[src/rtl/secret_vec_pkg.sv]
// Shared constants, state/mode enums and the golden model for the secret_vec
// stimulus sequencer.
package secret_vec_pkg;

    localparam int MAX_VEC = 8;

    localparam logic [31:0] VEC_A [MAX_VEC] = '{
        32'd5, 32'd6, 32'd1, 32'd0, 32'd0, 32'd0, 32'd0, 32'd0
    };
    localparam logic [31:0] VEC_B [MAX_VEC] = '{
        32'd7, 32'd2, 32'd9, 32'd0, 32'd0, 32'd0, 32'd0, 32'd0
    };

    typedef enum logic [2:0] {
        ST_IDLE,
        ST_DRIVE,
        ST_WAIT,
        ST_CHECK,
        ST_DONE
    } seq_state_e;

    typedef enum logic [1:0] {
        EXP_ADD,
        EXP_XOR,
        EXP_AND,
        EXP_SUB
    } exp_mode_e;

    // All modes wrap at 32 bits.
    function automatic logic [31:0] golden(input logic [31:0] a,
                                           input logic [31:0] b,
                                           input exp_mode_e   mode);
        logic [31:0] r;
        case (mode)
            EXP_ADD: r = a + b;
            EXP_XOR: r = a ^ b;
            EXP_AND: r = a & b;
            default: r = a - b;
        endcase
        return r;
    endfunction

endpackage

[src/rtl/secret_vec_cmp.sv]
// Golden-model compare of the driven operands against x, plus a pair of
// saturating pass/fail counters that advance on each enabled compare.
module secret_vec_cmp
    import secret_vec_pkg::*;
#(
    parameter exp_mode_e MODE = EXP_ADD
) (
    input  logic        clk,
    input  logic        reset_l,
    input  logic        clr,
    input  logic        en,
    input  logic [31:0] a,
    input  logic [31:0] b,
    input  logic [31:0] x,
    output logic        match,
    output logic [7:0]  pass_cnt,
    output logic [7:0]  fail_cnt
);

    logic [1:0] hit;
    logic [7:0] cnt_out [2];

    assign match = (x == golden(a, b, MODE));
    // Counter 0 tracks matches, counter 1 tracks mismatches.
    assign hit   = {~match, match};

    genvar gi;
    for (gi = 0; gi < 2; gi++) begin : g_cnt
        logic [7:0] cnt_q;
        logic [7:0] cnt_d;

        always_comb begin
            cnt_d = cnt_q;
            if (clr) begin
                cnt_d = '0;
            end else if (en && hit[gi] && (cnt_q != 8'hFF)) begin
                cnt_d = cnt_q + 8'd1;
            end
        end

        always_ff @(posedge clk) begin
            if (!reset_l) begin
                cnt_q <= '0;
            end else begin
                cnt_q <= cnt_d;
            end
        end

        assign cnt_out[gi] = cnt_q;
    end

    assign pass_cnt = cnt_out[0];
    assign fail_cnt = cnt_out[1];

endmodule

[src/rtl/secret_vec_seq.sv]
// Replays the package operand table onto a/b, waits LATENCY cycles, then checks
// x against the golden model and keeps pass/fail statistics.
module secret_vec_seq
    import secret_vec_pkg::*;
#(
    parameter int NUM_VEC  = 3,
    parameter int LATENCY  = 1,
    parameter int EXP_MODE = 0
) (
    input  logic        clk,
    input  logic        reset_l,
    input  logic        start,
    input  logic [31:0] x,
    output logic [31:0] a,
    output logic [31:0] b,
    output logic        busy,
    output logic        done,
    output logic [7:0]  pass_cnt,
    output logic [7:0]  fail_cnt,
    output logic [3:0]  first_fail,
    output logic [31:0] last_x
);

    localparam logic [2:0] LAST_IDX = 3'(NUM_VEC - 1);
    localparam logic [3:0] LAT_LOAD = 4'(LATENCY);
    localparam exp_mode_e  MODE     = exp_mode_e'(2'(EXP_MODE));

    seq_state_e  state_q, state_d;
    logic [2:0]  idx_q, idx_d;
    logic [3:0]  wait_q, wait_d;
    logic [31:0] a_q, a_d;
    logic [31:0] b_q, b_d;
    logic        busy_q, busy_d;
    logic        done_q, done_d;
    logic [3:0]  first_fail_q, first_fail_d;
    logic [31:0] last_x_q, last_x_d;

    logic        accept_start;
    logic        cnt_clr;
    logic        cmp_en;
    logic        match;

    assign accept_start = start && ((state_q == ST_IDLE) || (state_q == ST_DONE));
    assign cnt_clr      = accept_start;
    assign cmp_en       = (state_q == ST_CHECK);

    secret_vec_cmp #(
        .MODE (MODE)
    ) u_cmp (
        .clk      (clk),
        .reset_l  (reset_l),
        .clr      (cnt_clr),
        .en       (cmp_en),
        .a        (a_q),
        .b        (b_q),
        .x        (x),
        .match    (match),
        .pass_cnt (pass_cnt),
        .fail_cnt (fail_cnt)
    );

    always_comb begin
        state_d      = state_q;
        idx_d        = idx_q;
        wait_d       = wait_q;
        a_d          = a_q;
        b_d          = b_q;
        first_fail_d = first_fail_q;
        last_x_d     = last_x_q;

        case (state_q)
            ST_IDLE, ST_DONE: begin
                if (start) begin
                    state_d      = ST_DRIVE;
                    idx_d        = '0;
                    wait_d       = '0;
                    first_fail_d = '0;
                end
            end
            ST_DRIVE: begin
                a_d     = VEC_A[idx_q];
                b_d     = VEC_B[idx_q];
                wait_d  = LAT_LOAD;
                state_d = ST_WAIT;
            end
            ST_WAIT: begin
                wait_d = wait_q - 4'd1;
                if (wait_q <= 4'd1) begin
                    wait_d  = '0;
                    state_d = ST_CHECK;
                end
            end
            ST_CHECK: begin
                last_x_d = x;
                if (!match && !first_fail_q[3]) begin
                    first_fail_d = {1'b1, idx_q};
                end
                if (idx_q == LAST_IDX) begin
                    state_d = ST_DONE;
                end else begin
                    idx_d   = idx_q + 3'd1;
                    state_d = ST_DRIVE;
                end
            end
            default: begin
                state_d = ST_IDLE;
            end
        endcase

        // Status flags are registered from the next state so they line up with it.
        busy_d = (state_d == ST_DRIVE) || (state_d == ST_WAIT) || (state_d == ST_CHECK);
        done_d = (state_d == ST_DONE);
    end

    always_ff @(posedge clk) begin
        if (!reset_l) begin
            state_q      <= ST_IDLE;
            idx_q        <= '0;
            wait_q       <= '0;
            a_q          <= '0;
            b_q          <= '0;
            busy_q       <= 1'b0;
            done_q       <= 1'b0;
            first_fail_q <= '0;
            last_x_q     <= '0;
        end else begin
            state_q      <= state_d;
            idx_q        <= idx_d;
            wait_q       <= wait_d;
            a_q          <= a_d;
            b_q          <= b_d;
            busy_q       <= busy_d;
            done_q       <= done_d;
            first_fail_q <= first_fail_d;
            last_x_q     <= last_x_d;
        end
    end

    assign a          = a_q;
    assign b          = b_q;
    assign busy       = busy_q;
    assign done       = done_q;
    assign first_fail = first_fail_q;
    assign last_x     = last_x_q;

endmodule

[config.mk]
export PLATFORM = sky130hd
export DESIGN_NAME = secret_vec_seq
export DESIGN_NICKNAME = d
export VERILOG_FILES = /design/src/rtl/secret_vec_pkg.sv /design/src/rtl/secret_vec_cmp.sv /design/src/rtl/secret_vec_seq.sv
export SDC_FILE = /design/constraint.sdc
export NUM_CORES = 1
export LEC_CHECK = 0
export CORE_MARGIN = 1
export CORE_UTILIZATION = 54
export DETAILED_ROUTE_END_ITERATION = 10
export GPL_ROUTABILITY_DRIVEN = 0
export PLACE_DENSITY = 0.95
export SLEW_MARGIN = 5
export SYNTH_ARGS = -nofsm -noshare
export SYNTH_HDL_FRONTEND = slang
export SYNTH_HIERARCHICAL = 1
export SYNTH_SLANG_ARGS = --single-unit
[constraint.sdc]
create_clock -name clk -period 7.08 [get_ports clk]
set_clock_uncertainty 0.15 [all_clocks]
set_input_delay 1.062 -clock clk [delete_from_list [all_inputs] [get_ports clk]]
set_output_delay 1.062 -clock clk [all_outputs]
set_load 0.005 [all_outputs]
==> results.yml <==
outcome:
  outcome: "finished, final reports clean"
run:
  cap_violations: 0
power_and_ir_drop:
  comb_power_share: 0.352
  pwr-share-seq: 0.365
  powerDensity_nw_per_um2: 175
  p_switching_mw: 0.421
  power_mw: 1.19
  ir_worst_vdd_mv: 0.140
  leakage_nw: 2.60
  p_clk_frac: 0.283
  intPower_mw: 0.768
  switching_share: 0.354
detailed_routing:
  drtIter0Drc: 365
  ant_nets: 0
  dr.pass1.iters: 9
  vias_per_cell: 5.55
  vias: 5566
  drt_wl_total_um: 14400
  drc_errors: 0
  wire_per_inst_um: 14.4
placed_design:
  io_buffers: 95
  dp_slack_ps: 2290
  placed_area_um2: 6600
  post-place-cells: 986
  dp_hpwl_um: 10800
timing:
  relSlewSlack: 0.455
  fin_crit_ps: 4450
  worst_slew_pin_slew_ps: 817
  layout_setup_ws_ps: 2630
  fin_hold_ws_ps: 305
  rsz0062_at_grt: "no"
  min_period_over_period: 0.628
  setup-violations-final: 0
  hold_viol_final: 0
  slew_viol_final: 0
  fmax_mhz: 225
  fin_setup_tns_ps: 0
synthesis:
  synth_area_per_cell_um2: 7.75
  synth.most_common_cell: "nand2_1"
  yosys.area.top_type: "dfxtp_1"
  yosys_warnings: 6
  netlist_top_cells_count: "114 x nand2_1, 87 x a21oi_1, 70 x dfxtp_1"
  synth_area_leaders: "dfxtp_1 25%, ha_1 8.6%, buf_4 8.2%"
  netlist.area_leader.share: 0.247
  ys_dominant_reg_cell: "dfxtp_1"
  synth_cell_types: 76
  synth_area_um2: 5670
  ys_seq_area_frac: 0.247
  ys_ff_latch: 70
  ys_async_sr_fraction: 0
  synth_edf_count: 0
  synth_cells: 731
cts:
  clk_latency_ps: 360
  postCtsHoldBufs: 0
  cts_num_sinks: 70
  clockRootBuffer: "clkbuf_8"
  h-tree-depth: 3
  path_clk_slew_ps: 80
  cts_resized: 0
  cts_max_path_buffers: 2
  cts_made_buffers: 9
  post_cts_buffers: 0
  cts_tree: "done"
hold_path:
  hold_path.class: "reg2reg"
floorplanning:
  core_um2: 10200
  start_util: 0.554
  rows: 37
  die_y_um: 104
  die_area_um2: 10900
  dieWidth_um: 104
  io_pins: 153
final_layout:
  fin_area_um2: 6800
  fin_cells: 1002
  area_growth_pct: 20.0
  fin_nets: 936
  drive_gt1_frac: 0.0462
  utilization: 0.664
  antenna_cells: 0
setup_path:
  crit_type: "in2reg"
  path_cells: "clkdlybuf4s50_1 -> xor2_1 -> o211ai_1 -> o32a_1 -> o211ai_1 -> or4_1 -> nor4_1 -> nand4_1 -> nor4_4 -> nand3_4 -> or3_1 -> a21oi_1"
  end_kind: "register"
  cp_max_fo: 11
  crit_required_ps: 7210
  crit_path_max_incr_delay_ps: 600
  crit_top_cell: "o211ai_1"
  worst_path_max_delay_cell: "nor4_4"
  cp.arrival_ps: 4570
  startpoint_type: "primary input"
global_routing:
  grt_max_degree: 47
  grt_pass1_wl_um: 23300
  grt_pass1_vias: 5258
  antenna_found_initial: 0
  grt_overflow: 0
  grt_usage: 0.258
==> worst paths after layout <==
kind                                from                             end  slack, ps  depth (start not counted)
setup / recovery                   x[18]  u_cmp/pass_cnt[7]$_SDFFE_PP0P_       2630                         12
hold reg to reg   last_x[2]$_SDFFE_PN0N_          last_x[2]$_SDFFE_PN0N_        310                          2
hold / removal    last_x[2]$_SDFFE_PN0N_          last_x[2]$_SDFFE_PN0N_        310                          2
setup reg to reg       a[0]$_SDFFE_PN0N_  u_cmp/pass_cnt[7]$_SDFFE_PP0P_       2800                         13
==> cell usage in the layout, fill, tap and decap left out, types with 4 or more instances in the layout <==
cell type,n
a21o_1,6
a21oi_1,87
a21oi_2,4
and3_1,6
clkbuf_8,10
clkdlybuf4s50_1,95
conb_1,114
dfxtp_1,70
ha_1,39
inv_1,13
mux2i_1,7
nand2_1,114
nand3_1,16
nand3b_1,4
nand4_1,16
nor2_1,36
nor3_1,12
nor4_1,4
o2111ai_1,4
o211ai_1,12
o21a_1,6
o21ai_0,26
o21ai_1,5
o21bai_1,8
or3_1,10
or4_1,5
xnor2_1,35
xor2_1,18
==> routing by layer <==
metal / global-route usage / share of wire / vias to the layer above
met5: 0 / 0 / -
met4: 0.102 / 0.026 / 0
met3: 0.0370 / 0.074 / 42
met2: 0.444 / 0.48 / 278
met1: 0.324 / 0.42 / 2549
li1: - / - / 2697
==> worst max-delay path: cells and delay by family <==
family          cells  cell delay [ps]
compound gates      4              630
xor+xnor            1              180
buf+inv             1              470
simple gates        6             2210
==> logic make-up (layout without fill, tap and decap cells) <==
family,Yosys count,after routing,synth area share
and+or+nand+nor,251,251,0.218
AOI/OAI and AO/OA,201,201,0.224
buffers and inverters,105,127,0.120
DFF,70,70,0.247
xor gates and xnor gates,53,53,0.0819
adders and majority gates,40,40,0.0897
muxes,10,10,0.0183
other,1,114,0.000662
==> power by group through the flow <==
| stage | Sequential, mW | Clock (mW) | Combinational, mW |
|---|---|---|---|
| 2_1_floorplan | 0.437 | 0 | 0.331 |
| 3_3_place_gp | 0.443 | 0 | 0.376 |
| 3_5_place_dp | 0.443 | 0 | 0.380 |
| 4_1_cts | 0.434 | 0.344 | 0.383 |
| 5_1_grt | 0.438 | 0.362 | 0.454 |
| 6_report | 0.435 | 0.336 | 0.418 |
==> final cells by class <==
type                    instances  area, um^2
clock inverters                 5        58.8
clock buffers                  11         141
flip-flops and latches         70        1400
fillers                       887        3430
multi-input cells             669        4010
repair buffers                 97         966
inverters                      14        52.6
well taps                     136         170
==> state kept, by name, summed over array words and instances, names as in the netlist <==
register        flops
first_fail          4
wait_q              4
busy                1
done                1
idx_q               3
u_cmp/pass_cnt      8
u_cmp/fail_cnt      8
last_x             32
b                   4
state_q             3
a                   2
Note: power is estimated with default switching activity, not from simulation.
